--- src/rtl/gradual_counter_param_if.sv ---
// Control/status bus for gradual_counter_param: bounds, mode, enable and load in; count and flags out.
// Wires only, no latency; no backpressure (outputs are valid every cycle).
interface gradual_counter_param_if #(
  parameter int WIDTH = 8
);
  logic             en;
  logic [1:0]       mode;
  logic [WIDTH-1:0] lo;
  logic [WIDTH-1:0] hi;
  logic             load;
  logic [WIDTH-1:0] load_val;
  logic [WIDTH-1:0] count;
  logic             dir;
  logic             turn;
  logic             done;
  logic             cfg_err;

  modport master (
    output en, mode, lo, hi, load, load_val,
    input  count, dir, turn, done, cfg_err
  );

  modport slave (
    input  en, mode, lo, hi, load, load_val,
    output count, dir, turn, done, cfg_err
  );
endinterface

--- src/rtl/gradual_counter_param.sv ---
// Ramp counter stepping by STEP between run-time bounds (bounce/wrap/one-shot); GC_DWELL_EN adds endpoint dwell.
// Latency: one clock from en/load to count/dir/turn/done; cfg_err is combinational.
// Backpressure: none; en=0 holds the count and suppresses any pending turn pulse.
module gradual_counter_param #(
  parameter int WIDTH = 8,
  parameter int STEP  = 1,
  parameter int DWELL = 2
) (
  input logic                    clk,
  input logic                    rst,
  gradual_counter_param_if.slave bus
);

  typedef enum logic [1:0] {
    M_BOUNCE  = 2'b00,
    M_WRAP_UP = 2'b01,
    M_WRAP_DN = 2'b10,
    M_ONESHOT = 2'b11
  } mode_e;

  localparam logic [WIDTH:0] STEP_X = (WIDTH + 1)'(STEP);

  // Extra headroom bit keeps count+STEP and lo+STEP from wrapping; overshoot clamps.
  function automatic logic [WIDTH-1:0] step_up(input logic [WIDTH-1:0] c, input logic [WIDTH-1:0] h);
    logic [WIDTH:0] sum;
    sum = {1'b0, c} + STEP_X;
    return (sum > {1'b0, h}) ? h : sum[WIDTH-1:0];
  endfunction

  function automatic logic [WIDTH-1:0] step_dn(input logic [WIDTH-1:0] c, input logic [WIDTH-1:0] l);
    logic [WIDTH:0] floor_v;
    floor_v = {1'b0, l} + STEP_X;
    return ({1'b0, c} >= floor_v) ? (c - STEP_X[WIDTH-1:0]) : l;
  endfunction

  logic [WIDTH-1:0] count_q;
  logic             dir_q;
  logic             turn_q;
  logic             done_q;
  mode_e            mode_q;

  mode_e            mode_in;
  logic             cfg_err;
  logic             mode_chg;
  logic             dir_eff;
  logic             done_eff;
  logic             out_rng;
  logic [WIDTH-1:0] load_clamped;
  logic [WIDTH-1:0] run_count;
  logic             run_dir;
  logic             run_done;
  logic             run_turn;
  logic             hold_dwell;

  assign mode_in  = mode_e'(bus.mode);
  assign cfg_err  = bus.lo > bus.hi;
  assign mode_chg = mode_in != mode_q;
  assign done_eff = mode_chg ? 1'b0 : done_q;
  assign out_rng  = (count_q < bus.lo) || (count_q > bus.hi);

  always_comb begin
    dir_eff = dir_q;
    if (mode_chg) begin
      case (mode_in)
        M_BOUNCE:  dir_eff = dir_q;
        M_WRAP_DN: dir_eff = 1'b0;
        default:   dir_eff = 1'b1;
      endcase
    end
  end

  always_comb begin
    load_clamped = bus.load_val;
    if (cfg_err || bus.load_val < bus.lo) load_clamped = bus.lo;
    else if (bus.load_val > bus.hi)      load_clamped = bus.hi;
  end

  // Next state for an enabled step, before any endpoint dwell is applied.
  always_comb begin
    run_count = count_q;
    run_dir   = dir_eff;
    run_done  = done_eff;
    run_turn  = 1'b0;
    if (mode_in == M_ONESHOT && done_eff) begin
      run_count = count_q;
    end else if (out_rng) begin
      run_count = (mode_in == M_WRAP_DN) ? bus.hi : bus.lo;
    end else if (bus.lo == bus.hi) begin
      run_count = bus.lo;
      run_done  = done_eff | (mode_in == M_ONESHOT);
    end else begin
      case (mode_in)
        M_BOUNCE: begin
          if (dir_eff && count_q == bus.hi) begin
            run_count = step_dn(bus.hi, bus.lo);
            run_dir   = 1'b0;
            run_turn  = 1'b1;
          end else if (!dir_eff && count_q == bus.lo) begin
            run_count = step_up(bus.lo, bus.hi);
            run_dir   = 1'b1;
            run_turn  = 1'b1;
          end else begin
            run_count = dir_eff ? step_up(count_q, bus.hi) : step_dn(count_q, bus.lo);
          end
        end
        M_WRAP_UP: begin
          run_turn  = count_q == bus.hi;
          run_count = run_turn ? bus.lo : step_up(count_q, bus.hi);
        end
        M_WRAP_DN: begin
          run_turn  = count_q == bus.lo;
          run_count = run_turn ? bus.hi : step_dn(count_q, bus.lo);
        end
        default: begin
          run_count = step_up(count_q, bus.hi);
          run_done  = step_up(count_q, bus.hi) == bus.hi;
        end
      endcase
    end
  end

`ifdef GC_DWELL_EN
  localparam int DW = (DWELL > 0) ? $clog2(DWELL + 1) : 1;
  logic [DW-1:0] dwell_q;
  logic [DW-1:0] dwell_base;

  assign dwell_base = mode_chg ? '0 : dwell_q;
  assign hold_dwell = run_turn && (dwell_base < DW'(DWELL));

  always_ff @(posedge clk or negedge rst) begin
    if (!rst)                   dwell_q <= '0;
    else if (bus.load)          dwell_q <= '0;
    else if (!cfg_err && bus.en) dwell_q <= hold_dwell ? dwell_base + 1'b1 : '0;
  end
`else
  assign hold_dwell = 1'b0;
`endif

  always_ff @(posedge clk or negedge rst) begin
    if (!rst) begin
      count_q <= '0;
      dir_q   <= 1'b1;
      turn_q  <= 1'b0;
      done_q  <= 1'b0;
      mode_q  <= M_BOUNCE;
    end else if (bus.load) begin
      count_q <= load_clamped;
      dir_q   <= mode_in != M_WRAP_DN;
      turn_q  <= 1'b0;
      done_q  <= 1'b0;
      mode_q  <= mode_in;
    end else if (!cfg_err && bus.en) begin
      count_q <= hold_dwell ? count_q : run_count;
      dir_q   <= hold_dwell ? dir_eff : run_dir;
      turn_q  <= run_turn & ~hold_dwell;
      done_q  <= run_done;
      mode_q  <= mode_in;
    end else begin
      turn_q  <= 1'b0;
    end
  end

  assign bus.count   = count_q;
  assign bus.dir     = dir_q;
  assign bus.turn    = turn_q;
  assign bus.done    = done_q;
  assign bus.cfg_err = cfg_err;

endmodule
--- src/flat_wrapper.sv ---
// flat-port wrapper written by rule: the top's interface ports become plain ports
module gradual_counter_param_flat 
#(
  parameter int WIDTH = 8,
  parameter int STEP  = 1,
  parameter int DWELL = 2
)
  (clk, rst, bus_en, bus_mode, bus_lo, bus_hi, bus_load, bus_load_val, bus_count, bus_dir, bus_turn, bus_done, bus_cfg_err);
  gradual_counter_param_if #(.WIDTH(WIDTH)) bus_i ();
  input logic clk;
  input logic rst;
  input wire logic [$bits(bus_i.en)-1:0] bus_en;
  input wire logic [$bits(bus_i.mode)-1:0] bus_mode;
  input wire logic [$bits(bus_i.lo)-1:0] bus_lo;
  input wire logic [$bits(bus_i.hi)-1:0] bus_hi;
  input wire logic [$bits(bus_i.load)-1:0] bus_load;
  input wire logic [$bits(bus_i.load_val)-1:0] bus_load_val;
  output wire logic [$bits(bus_i.count)-1:0] bus_count;
  output wire logic [$bits(bus_i.dir)-1:0] bus_dir;
  output wire logic [$bits(bus_i.turn)-1:0] bus_turn;
  output wire logic [$bits(bus_i.done)-1:0] bus_done;
  output wire logic [$bits(bus_i.cfg_err)-1:0] bus_cfg_err;
  assign bus_i.en = bus_en;
  assign bus_i.mode = bus_mode;
  assign bus_i.lo = bus_lo;
  assign bus_i.hi = bus_hi;
  assign bus_i.load = bus_load;
  assign bus_i.load_val = bus_load_val;
  assign bus_count = bus_i.count;
  assign bus_dir = bus_i.dir;
  assign bus_turn = bus_i.turn;
  assign bus_done = bus_i.done;
  assign bus_cfg_err = bus_i.cfg_err;
  gradual_counter_param #(.WIDTH(WIDTH), .STEP(STEP), .DWELL(DWELL)) u_core (.clk(clk), .rst(rst), .bus(bus_i));
endmodule
--- config.mk ---
export PLATFORM = sky130hd
export DESIGN_NAME = gradual_counter_param_flat
export DESIGN_NICKNAME = d
export VERILOG_FILES = /design/src/rtl/gradual_counter_param_if.sv /design/src/rtl/gradual_counter_param.sv /design/src/flat_wrapper.sv
export SDC_FILE = /design/constraint.sdc
export NUM_CORES = 1
export LEC_CHECK = 0
export CAP_MARGIN = 15
export CELL_PAD_IN_SITES_DETAIL_PLACEMENT = 0
export CELL_PAD_IN_SITES_GLOBAL_PLACEMENT = 1
export CORE_AREA = 2 2 72 143
export DETAILED_ROUTE_END_ITERATION = 10
export DIE_AREA = 0 0 74 145
export PLACE_DENSITY = 0.79
export SLEW_MARGIN = 10
export SYNTH_ARGS = -nofsm -noshare
export SYNTH_HDL_FRONTEND = slang
export SYNTH_SLANG_ARGS = --single-unit
--- constraint.sdc ---
create_clock -name clk -period 4.3 [get_ports clk]
set_input_delay 0.43 -clock clk [delete_from_list [all_inputs] [get_ports clk]]
set_output_delay 0.43 -clock clk [all_outputs]
set_load 0.005 [all_outputs]
# Word-level counts from Yosys, hierarchy flattened
# Cells that the tools add are included.
dict set report op_classes {
  multipliers 0
  reduce_logical 12
  shifts 0
  magnitude_cmp 9
  n_mux 45
  div 0
  add_sub_neg 4
  bitwise_logic 1
  n_eq_ne 10
}
# operator n
set ops {}
lappend ops {{$mux 8} 17}
lappend ops {{$eq 8x8->1} 4}
lappend ops {{$gt 8x8->1} 3}
lappend ops {{$pmux 8 s3} 1}
lappend ops {{$mux 1} 23}
lappend ops {{$add 8x1->9 const B} 2}
lappend ops {{$ge 8x9->1} 2}
lappend ops {{$gt 9x8->1} 2}
lappend ops {{$lt 8x8->1} 2}
lappend ops {{$sub 8x1->8 const B} 2}
lappend ops {{$eq 2x2->1 const B} 2}
lappend ops {{$logic_and 1x1->1} 4}
lappend ops {{$mux 2} 2}
lappend ops {{$ne 2x2->1 const B} 2}
lappend ops {{$pmux 1 s3} 1}
lappend ops {{$reduce_or 3->1} 1}
lappend ops {{$eq 2x1->1 const B} 1}
lappend ops {{$logic_not 1->1} 2}
lappend ops {{$logic_not 2->1} 1}
lappend ops {{$logic_or 1x1->1} 2}
lappend ops {{$ne 2x2->1} 1}
lappend ops {{$pmux 1 s2} 1}
lappend ops {{$reduce_and 2->1} 1}
lappend ops {{$reduce_bool 2->1} 1}
lappend ops {{$or 1x1->1} 1}
dict set report word_totals {
  input_bits 30
  romBits 0
  ff_bits 13
  word_cells 86
  latch_bits 0
  ramBits 0
  n_memories 0
  out_inout_bits 12
}

# Logic depth before layout (Yosys ltp)
# Gate-level depths: netlist (run 1).
dict set report logic_depth {
  word_depth 13
  depth_mapped 16
  depth_no_buf 14
}

# Worst setup path after synthesis (run 1)
# Ideal clock, no wire load.
dict set report synth_path {
  path_type {register to register}
  from {register u_core.count_q[0], in the netlist u_core.bus.count[0]}
  to {register u_core.count_q[3], in the netlist u_core.bus.count[3]}
  path_buffers 1
  arrival_ns 3.131
  required_ns 4.174
  setup_slack_ns 1.043
  setup_time_ns 0.126
  path_stages_with_launch 13
  synth_period_minus_slack_ns 3.257
  cell_sequence {dfrtp_1 > clkbuf_1 > inv_1 > ha_1 > ha_1 > nand4_1 > or3_1 > o211a_2 > nor2_2 > mux2_2 > a22oi_1 > a41oi_1 > a221o_1}
}
dict set report synth_via {
  elab_chain_cells 12
  word_cells_on_any_way 24
  cone_classes {add/sub (2); order compare (4); eq/ne (2); mux (13); reduce/logical (3)}
}
# item line_no
set synth_rtl {}
lappend synth_rtl {{from (decl)} gradual_counter_param.sv:36} ;# logic [WIDTH-1:0] count_q;
lappend synth_rtl {{from (signal assigned)} gradual_counter_param.sv:147} ;# count_q <= load_clamped;
lappend synth_rtl {{from (signal assigned)} gradual_counter_param.sv:153} ;# count_q <= hold_dwell ? count_q : run_count;
lappend synth_rtl {{$add 8x1->9} gradual_counter_param.sv:26} ;# sum = {1'b0, c} + STEP_X;
lappend synth_rtl {{$gt 9x8->1} gradual_counter_param.sv:27} ;# return (sum > {1'b0, h}) ? h : sum[WIDTH-1:0];
lappend synth_rtl {{$mux 8} gradual_counter_param.sv:27}
lappend synth_rtl {{$mux 8} gradual_counter_param.sv:103} ;# run_count = dir_eff ? step_up(count_q, bus.hi) : step_dn(count_q, bus.lo);
lappend synth_rtl {{$mux 8} gradual_counter_param.sv:98} ;# end else if (!dir_eff && count_q == bus.lo) begin
lappend synth_rtl {{$mux 8} gradual_counter_param.sv:94} ;# if (dir_eff && count_q == bus.hi) begin
lappend synth_rtl {{$pmux 8 s3} gradual_counter_param.sv:92} ;# case (mode_in)
lappend synth_rtl {{$mux 8} gradual_counter_param.sv:88} ;# end else if (bus.lo == bus.hi) begin
lappend synth_rtl {{$mux 8 *} gradual_counter_param.sv:86} ;# end else if (out_rng) begin
lappend synth_rtl {{$mux 8 *} gradual_counter_param.sv:84} ;# if (mode_in == M_ONESHOT && done_eff) begin
lappend synth_rtl {{$mux 8 *} gradual_counter_param.sv:152} ;# end else if (!cfg_err && bus.en) begin
lappend synth_rtl {{$mux 8 *} gradual_counter_param.sv:146} ;# end else if (bus.load) begin
# Mark *: on every way between the ends. The rest lies on a longest branch, timed or not. The select of a mux whose other input is x is not followed.
# A chain may end at the register's enable or synchronous reset.

# Worst setup path in the final report (run 1)
dict set report layout_path {
  from {input port bus_lo[6]}
  to {register u_core.count_q[2], in the netlist u_core.bus.count[2]}
}
dict set report layout_via {
  elab_chain_cells 12
  word_cells_on_any_way 30
  cone_classes {add/sub (1); order compare (6); eq/ne (2); mux (14); reduce/logical (7)}
}
# item line_no
set layout_rtl {}
lappend layout_rtl {{from (decl)} flat_wrapper.sv:14} ;# input wire logic [$bits(bus_i.lo)-1:0] bus_lo;
lappend layout_rtl {{$add 8x1->9} {gradual_counter_param.sv:26, gradual_counter_param.sv:32}}
lappend layout_rtl {{$ge 8x9->1} gradual_counter_param.sv:33} ;# return ({1'b0, c} >= floor_v) ? (c - STEP_X[WIDTH-1:0]) : l;
lappend layout_rtl {{$mux 8} gradual_counter_param.sv:33}
lappend layout_rtl {{$mux 8} gradual_counter_param.sv:103}
lappend layout_rtl {{$mux 8} gradual_counter_param.sv:98}
lappend layout_rtl {{$mux 8} gradual_counter_param.sv:94}
lappend layout_rtl {{$pmux 8 s3} gradual_counter_param.sv:92}
lappend layout_rtl {{$mux 8} gradual_counter_param.sv:88}
lappend layout_rtl {{$mux 8} gradual_counter_param.sv:86}
lappend layout_rtl {{$mux 8} gradual_counter_param.sv:84}
lappend layout_rtl {{$mux 8} gradual_counter_param.sv:152}
lappend layout_rtl {{$mux 8} gradual_counter_param.sv:146}
# Several ways; a longest one is shown, not always the timed one. The select of a mux whose other input is x is not followed.

==> results of run 1 <==
==> cell usage after synthesis, types with 6 or more instances <==
cell	number	area (um2)
sky130_fd_sc_hd__nor2b_1	6	37.5
sky130_fd_sc_hd__o211ai_1	10	75.1
sky130_fd_sc_hd__a21o_1	6	45.0
sky130_fd_sc_hd__inv_1	30	113
sky130_fd_sc_hd__nand2_1	36	135
sky130_fd_sc_hd__dfrtp_1	12	300
sky130_fd_sc_hd__o21ai_0	24	120
sky130_fd_sc_hd__mux2i_1	15	150
sky130_fd_sc_hd__mux2_2	6	67.6
sky130_fd_sc_hd__o221ai_1	7	61.3
sky130_fd_sc_hd__xor2_1	7	61.3
sky130_fd_sc_hd__nand4_1	6	37.5
sky130_fd_sc_hd__a31oi_1	13	81.3
sky130_fd_sc_hd__nor3_1	10	50.1
sky130_fd_sc_hd__xnor2_1	22	193
sky130_fd_sc_hd__a211oi_1	9	67.6
sky130_fd_sc_hd__o21ai_1	10	50.1
sky130_fd_sc_hd__ha_1	67	838
sky130_fd_sc_hd__nand3_1	29	145
sky130_fd_sc_hd__a21oi_1	38	190
sky130_fd_sc_hd__and3_1	7	43.8
sky130_fd_sc_hd__buf_2	12	60.1
sky130_fd_sc_hd__clkbuf_1	14	52.6
sky130_fd_sc_hd__nor2_1	37	139
sky130_fd_sc_hd__a221o_1	8	80.1
==> cells by family (layout without fill, tap and decap cells) <==
group,count (synthesis),in the layout
AOI/OAI and AO/OA,175,175
xor gates and xnor gates,30,30
adders and majority gates,67,67
buffers and inverters,65,137
DFF,13,13
muxes,23,23
and+or+nand+nor,174,174
==> sequential cells by signal, summed over array words and instances, names as in the netlist <==
signal	flops
u_core.bus.count	8
u_core.bus.dir	1
u_core.bus.done	1
u_core.bus.turn	1
u_core.mode_q	2
==> worst paths after layout <==
path | from | endpoint | depth (start not counted)
worst max-delay path | bus_lo[6] | u_core.bus.count[2] | 14
max in group asynchronous | rst | u_core.bus.count[1] | 1
worst max register to register | u_core.bus.count[0] | u_core.bus.done | 14
worst min-delay path | u_core.bus.done | u_core.bus.done | 2
min in group asynchronous | rst | u_core.bus.turn | 1
worst min register to register | u_core.bus.done | u_core.bus.done | 2
==> metrics by stage <==
step | hold slack, ns | cell area [um2]
floorplan | 0.134 | 4140
global placement | 0.569 | 5010
detailed placement | 0.582 | 5010
CTS | 0.592 | 5090
global route | 0.623 | 5090
finish | 0.586 | 5090
==> power groups by stage <==
| stage | logic (mW) | registers [mW] | clock network, mW |
|---|---|---|---|
| floorplan | 0.713 | 0.180 | 0 |
| global placement | 1.13 | 0.191 | 0 |
| detailed placement | 1.15 | 0.191 | 0 |
| CTS | 1.15 | 0.188 | 0.191 |
| global route | 1.26 | 0.192 | 0.195 |
| finish | 1.17 | 0.190 | 0.186 |
==> layout make-up <==
class	instances	area, um2
fillers	951	4550
multi-input cells	469	3520
repair buffers	101	873
flip-flops and latches	13	327
well taps	132	165
inverters	32	120
clock buffers	4	78.8
==> per-layer routing <==
layer | share of wire (%) | wire [um]
met1 | 35 | 6840
met2 | 50 | 9690
met3 | 6.1 | 1180
met4 | 9.0 | 1760
met5 | 0 | 0
==> worst reg2reg max path: stages, from the launching register on <==
cell                        delay, ns
sky130_fd_sc_hd__dfrtp_1         0.63
sky130_fd_sc_hd__ha_1            0.34
sky130_fd_sc_hd__nand2_1         0.07
sky130_fd_sc_hd__nor2_1          0.17
sky130_fd_sc_hd__xnor2_1         0.18
sky130_fd_sc_hd__inv_1           0.08
sky130_fd_sc_hd__ha_1            0.31
sky130_fd_sc_hd__nand3_1         0.10
sky130_fd_sc_hd__or3_1           0.31
sky130_fd_sc_hd__o211a_2         0.18
sky130_fd_sc_hd__or2_4           0.26
sky130_fd_sc_hd__a2111oi_2       0.36
sky130_fd_sc_hd__o22ai_1         0.14
sky130_fd_sc_hd__a311o_1         0.32
sky130_fd_sc_hd__a21oi_1         0.15
==> flow_results.org, run 1 <==
** Pwr
- Seq pwr share :: 12.3%
- The clock network burns 12.0% of the power.
- Combinational cells account for 75.7% of the total power.
- Switching power summed over all nets :: between 0.7 and 0.8 mW
- Power per cell area :: between 300 and 400 nW/um2
- Net switching is slightly below 50% of the power.
- Summed over all cells, the static leakage comes to about 2.2 nW.
- Total Power :: 1.55 mW
- Internal power :: about 0.78 mW
- Across the VDD grid, the largest voltage drop is ~210 uV.

** Clock tree
- Count of hold buffers inserted by post-cts repair :: 0
- Number of gates given a new drive strength after cts :: 0
- After clock tree synthesis, the clock-pin slew on the worst setup and hold paths is about 0.050 ns.
- The clock drives 13 sinks.
- Post-CTS timing repair inserted 0 buffers for setup.
- TritonCTS built the clock tree.
- The root buffer cell chosen for the clock tree is sky130_fd_sc_hd__clkbuf_16.
- The clock passes through at most 2 buffers.
- For the worst-skew pair, the clock arrives at the later sink with an insertion delay of about 0.25 ns.
- CTS H-Tree Depth :: 1
- Number of buffers created by CTS :: 3

** Logic synthesis
- Warning count from the yosys run :: 0
- Yosys reg bits :: 13
- Adder-cell area share of the yosys netlist :: just over 20%
- Post-synthesis mux area share :: 6.08%
- Most used flip-flop cell after synthesis :: sky130_fd_sc_hd__dfrtp_1
- The cell count after synthesis came out at 547.
- In the synthesized netlist the async set-or-reset flop fraction comes to 100%.
- After Yosys synthesis, XOR and XNOR cells account for about 6.5% of the synthesized area.
- The synthesized netlist devotes a little over a fifth of its cell area to simple gates.
- The number of different library cells used by synthesis comes to 82.
- Counting every net in the synthesized netlist gives 644.
- Synthesized area divided by synthesized cell count :: 7.56 um2
- The synthesized netlist devotes a little under a third of its cell area to compound gates.
- Count of flip-flops with a built-in enable after synthesis :: 0
- Synthesized area :: ~4100 um2
- Summing the sequential cell areas from Yosys gives a little under 8% of the chip area.
- By area, the combinational part of the netlist is dominated by compound AO/OA/AOI/OAI gates.

** GRT
- Global routing met1 resource utilization :: about 40%
- The first global-routing pass estimated about 29 mm of wire.
- Met3 track demand over resource in global routing :: about 4.4%
- Global routing consumed, over all layers together, a little under two fifths of the routing resources.
- Pin count of the biggest net entering global routing :: 21
- The number of antenna violations at the first check in global routing came to 0.
- Total gr overflow :: 0
- met2 is the most crowded layer.
- Number of global-route vias before repair :: 4936
- Global routing used 61.8% of the available met2 tracks.

** Timing
- Shortest period the worst path allows :: approximately 4.0 ns
- After routing, the total negative slack on setup checks comes to 0 ns.
- Setup repair after global routing left no endpoint under its margin.
- Number of setup violations in the final report :: 0
- The number of max-slew violations in the final report was 0.
- Worst Tran Pin Value :: roughly 0.98 ns
- Hold violation total from the final report :: 0
- Setup slack closes at 0.332 ns.
- For the final database, setup skew stands at roughly 0.0057 ns.
- The final critical path takes up ~92% of the cycle.
- Achievable clock frequency :: 0.252 GHz
- Remaining max-slew budget at the tightest pin :: a little over a third

** Cells and area
- Ratio of cells with drive above 1 in the final layout :: 15.7%
- Number of nets in the final layout :: 717
- Excluding fillers, the count of instances in the completed layout stands at about 750.
- Commonest non-fill, non-tap cells in the layout :: 67 x sky130_fd_sc_hd__ha_1, 59 x sky130_fd_sc_hd__buf_4, 41 x sky130_fd_sc_hd__clkdlybuf4s50_1
- Core utilization of the finished layout :: ~53%
- Commonest non-fill, non-tap cell in the layout :: sky130_fd_sc_hd__ha_1
- The area growth from synthesis to layout is 23.0%.
- The number of antenna diodes in the final layout is 0.

** Critical path
- Crit path max fanout :: 7
- Counting both buffers and inverters, the worst setup path holds a total of 2.
- Slowest Stage Delay on Critical Path :: ~0.7 ns
- Slowest cell on crit path :: sky130_fd_sc_hd__a2111oi_0
- Crit path launch type :: primary input
- In this design, the largest share of critical-path delay is due to compound AO/OA/AOI/OAI gates.
- Critical path data required time :: about 4.4 ns
- Register-to-register setup slack :: between 0.5 and 0.6 ns
- Data arrival time of the critical path :: a little over 4 ns
- Element type at the critical path end :: flip-flop
- Crit-path cells :: clkdlybuf4s50_1 > nand3_1 > nor3_1 > xnor2_1 > inv_1 > ha_1 > and3_1 > nor3b_1 > a211o_1 > a2111oi_0 > a211oi_1 > o21ai_1 > a31oi_1 > a221o_1
- The critical path in this run is classified as in2reg.

** Route
- Ratio of routed vias to standard cells :: 6.57
- The final layout contains routed wiring with a total length of between 15 and 20 mm.
- Dividing the detail-routed wire length by the instance count gives 25.9 um.
- DRC violations left :: 0
- In this run the remaining antenna-violating nets after routing total 0.
- Total via count after detailed routing :: 4935
- Before antenna repair, the detailed router went through 5 iterations.
- Iter 0 DRT Violations :: between 300 and 400

** Floorplan
- After floorplanning, the core was divided into a little over 50 placement rows.
- Initial Util :: between 40% and 50%
- Die Outline Area :: 10700 um2
- Core footprint :: a little under 10000 um2
- The die is approximately 74 um wide.
- Measured along the y axis, the die boundary spans 145 um.
- In this run the count of I/O pins placed on the die edge is 42.

** Placed design
- HPWL after detailed placement :: ~16 mm
- Including well taps, the total number of placed cells is roughly 750.
- The congestion estimate from routability-driven global placement came to roughly 1.
- Input and output buffers added on the ports amount to 41.
- Worst setup slack before clock tree synthesis :: approximately 0.18 ns

** Run
- Max capacitance violation total :: 0

** Min path
- The path class of the tightest hold or removal check is reg2reg.

** Run status
- Run status :: finished clean
No activity file was read; power rests on OpenSTA's default activity.
==> run 2: changes to the inputs <==
SLEW_MARGIN = 20   (was 10)
==> results of run 2 <==
The final DEF is identical to that of run 1; final timing and power are the same.
==> variant 1, RTL diff (flow settings as in run 1) <==
`WIDTH` is set to 8 in 3 places; all go to 12.
--- a/src/rtl/gradual_counter_param_if.sv
+++ b/src/rtl/gradual_counter_param_if.sv
@@ -2,5 +2,5 @@
 // Wires only, no latency; no backpressure (outputs are valid every cycle).
 interface gradual_counter_param_if #(
-  parameter int WIDTH = 8
+  parameter int WIDTH = 12
 );
   logic             en;
--- a/src/rtl/gradual_counter_param.sv
+++ b/src/rtl/gradual_counter_param.sv
@@ -3,5 +3,5 @@
 // Backpressure: none; en=0 holds the count and suppresses any pending turn pulse.
 module gradual_counter_param #(
-  parameter int WIDTH = 8,
+  parameter int WIDTH = 12,
   parameter int STEP  = 1,
   parameter int DWELL = 2
--- a/src/flat_wrapper.sv
+++ b/src/flat_wrapper.sv
@@ -2,5 +2,5 @@
 module gradual_counter_param_flat 
 #(
-  parameter int WIDTH = 8,
+  parameter int WIDTH = 12,
   parameter int STEP  = 1,
   parameter int DWELL = 2
Interface: changed (resized bus_count, bus_hi, bus_lo and bus_load_val); port bits go from 42 to 58. No check against the original RTL was run, so the function may have changed too.
==> variant 1 against run 1 <==
- global-route usage increased by 17 points
- design area increased by 41%
- clock skew increased by 0.0043 ns
- sequential cell count increased by 4
- non-clock buffer count increased by 46
- synthesized area increased by 41%
- setup slack got worse by 0.28 ns
- total power increased by 28%
- clock power increased by 12%
- wire length increased by 41%
- die area unchanged
- highest routed layer unchanged
==> variant 1: results (changes against run 1) <==
[outcome]
status=finished clean  ; unchanged

[placed_design]
gp_congestion=1.13  ; was 1.02
port_buffers=57  ; was 41
place_hpwl_um=21400  ; was 15,900 um

[grt]
grt_pass1_wl_um=42900  ; was 29,100 um
grt_util_all_layers_pct=53.3  ; was 36.7%
grt_max_degree=22  ; was 21
grt_pass1_vias=7805  ; was 4,936
antenna_found_initial=1  ; was 0

[yosys]
synth-compound-area-share_pct=30.8  ; was 30.2%
syn_nets=919  ; was 644
ys_top_cells_by_area=ha_1 (21%), dfrtp_1 (6.9%), xnor2_1 (6.0%)  ; was ha_1 (20%), dfrtp_1 (7.3%), xnor2_1 (4.7%)
synthMuxAreaShare_pct=3.53  ; was 6.08%
yosys.area_share.xor_xnor_pct=7.65  ; was 6.53%

[sta]
relSlewSlack_pct=28.0  ; was 34.8%
fin_skew_ns=0.0101  ; was 0.00573 ns
fin_hold_ws_ns=0.601  ; was 0.586 ns

[power_and_ir_drop]
p_int_w=0.000945  ; was 0.000778 W
p_per_area_mw_per_mm2=275  ; was 304 mW/mm2
ir_drop_uv=160  ; was 211 uV
pg_clk_w=0.000209  ; was 0.000186 W
p_leak_nw=3.12  ; was 2.19 nW

[worst_setup_path]
cp_slowest_cell=or4b_1  ; was a2111oi_0
cp.arrival_ns=4.37  ; was 4.09 ns
rrSetupSlack_ns=0.05  ; was 0.59 ns
path_max_fanout=5  ; was 7
reg2reg_depth=17  ; was 14
max_stage_delay_ns=0.63  ; was 0.71 ns

[clock_network]
clock_latency_ns=0.27  ; was 0.25 ns
clk_pin_slew_ns=0.07  ; was 0.05 ns

[drt]
wl_um=27400  ; was 19,500 um
drt-initial-drc-count=1087  ; was 388
first_pass_iters=8  ; was 5

[cells_and_area]
nFillCells=799  ; was 951
largest_reg_flops=12  ; was 8

[hold_path]
hold_class=flop to flop  ; unchanged

-- variant 1: stage by stage --
step           util, %  cells  cell area [um2]
2_1_floorplan        -    778             5820
3_3_place_gp      72.9   1016             7030
3_5_place_dp      72.9   1016             7030
4_1_cts           73.8   1020             7110
5_1_grt           74.4   1020             7170
6_report          74.4   1020             7170
-- variant 1: per-layer routing --
metal / wire, um / global-route usage [%] / share of wire (%)
met3: 3070 / 21.2 / 11
met4: 3640 / 49.8 / 13
met2: 12400 / 79.9 / 45
met5: 0 / 0 / 0
met1: 8320 / 53.4 / 30
-- variant 1: area by class of cell --
cell class | count | area, um2 | area share, %
multi-input combinational | 675 | 5080 | 70.9
timing repair buffer | 147 | 1250 | 17.4
sequential | 17 | 427 | 5.95
inverter | 45 | 173 | 2.41
tap | 132 | 165 | 2.30
clock buffer | 3 | 75.1 | 1.05
clock inverter | 1 | 5.00 | 0.0698
-- variant 1: what timing repair did --
item                       CTS  global route
resized for setup            1            11
cloned                       0             0
setup endpoints to repair    1            12
pin swaps                    0             0
==> variant 2, RTL diff (settings of run 1) <==
Without the edit above. The option `GC_DWELL_EN` is turned on by a define.
--- a/src/rtl/gradual_counter_param.sv
+++ b/src/rtl/gradual_counter_param.sv
@@ -2,4 +2,6 @@
 // Latency: one clock from en/load to count/dir/turn/done; cfg_err is combinational.
 // Backpressure: none; en=0 holds the count and suppresses any pending turn pulse.
+`define GC_DWELL_EN
+
 module gradual_counter_param #(
   parameter int WIDTH = 8,
Behaviour: not the same (a bounded check fails within 4 cycles, from zero or initial values and one cycle with rst low).
==> variant 2 against run 1 <==
- total power grew 8.0%
- wire length up 16%
- combinational power increased by 9%
- design area rose by 8.2%
- sequential cell count up 2
- first-iteration DRC count rose by 70%
- die area stayed put
- synthesized cell count is 9.3% higher
- setup slack worse by 0.033 ns
- synthesized area grew 7.9%
==> variant 2: results (changes against run 1) <==
[outcome]
status=finished clean  ; unchanged

[power_and_ir_drop]
p_leak_nw=2.32  ; was 2.19 nW
ir_drop_uv=138  ; was 211 uV
switching_share_pct=50.8  ; was 49.7%

[drt]
drt-initial-drc-count=661  ; was 388
wire_per_inst_um=27.8  ; was 25.9 um
vias_per_cell=6.98  ; was 6.57
first_pass_iters=8  ; was 5

[worst_setup_path]
rrSetupSlack_ns=0.30  ; was 0.59 ns
timing.rr.end=u_core.bus.count[1]  ; was u_core.bus.done
path_max_fanout=11  ; was 7
worstSetupPathType=flop to flop  ; was input port to flop
reg2reg_depth=13  ; was 14

[grt]
grt_pass1_vias=5556  ; was 4,936
grt_pass1_wl_um=33400  ; was 29,100 um
grt_max_degree=18  ; was 21

[hold_path]
holdPathStages=1  ; was 2
whs_endpoint=u_core.dwell_q[0]  ; was u_core.bus.done

[sta]
fin_skew_ns=0.00848  ; was 0.00573 ns
period_minus_slack_ns=4.00  ; was 3.97 ns

[yosys]
yosysSeqAreaShare_pct=8.44  ; was 7.89%
yosys.cell_types.count=73  ; was 82
syn_nets=689  ; was 644

[placed_design]
dp_slack_ns=0.289  ; was 0.176 ns
placedCellCount=809  ; was 747
place_hpwl_um=18000  ; was 15,900 um
gp_congestion=1.11  ; was 1.02

[cells_and_area]
nFillCells=932  ; was 951
final_nets=773  ; was 717

[variant 2: cell types whose count changed after synthesis, moves of 7 or more]
cell	delta
o21ai_0	+14
nor3_1	+12
mux2i_1	+11
nand2_1	+11
inv_1	-9
o21ai_1	-9
clkbuf_1	+8
a211oi_1	+7
a221o_1	-7
a31oi_1	-7
nand3_1	-7
[variant 2: per-layer routing]
layer | up-vias | track usage [%] | part of all wire, %
met4 | 0 | 37.0 | 12
met5 | - | 0 | 0
met1 | 2661 | 44.0 | 32
li1 | 2468 | - | -
met2 | 384 | 69.9 | 48
met3 | 163 | 8.06 | 8.1
[variant 2: worst max-delay path: cells and delay by family (launching register included)]
family / cells / cell delay (ns)
AND/OR/NAND/NOR: 5 / 1.25
AO/OA/AOI/OAI: 5 / 1.17
XOR/XNOR: 1 / 0.22
adder cells (fa/ha/maj): 2 / 0.61
flip-flops: 1 / 0.63
[variant 2: cell families (layout without fill, tap and decap cells)]
logic type	Yosys count	after routing	share of synthesized area [%]
buffers and inverters	58	141	5.63
xor gates and xnor gates	33	33	6.47
and+or+nand+nor	202	202	23.6
adders and majority gates	61	61	17.1
DFF	15	15	8.44
AOI/OAI and AO/OA	193	193	30.4
muxes	36	36	8.35
[variant 2: cell type report]
type / instances / area (um2) / share of cell area [%]
well taps: 132 / 165 / 3.00
repair buffers: 114 / 958 / 17.4
inverters: 23 / 86.3 / 1.57
clock buffers: 4 / 78.8 / 1.43
flip-flops and latches: 15 / 377 / 6.84
multi-input cells: 525 / 3840 / 69.8
[variant 2: repair_timing]
item                                    CTS  global route
setup buffers                             0             0
endpoints found under the setup margin    0             1
gates resized for setup                   0             1
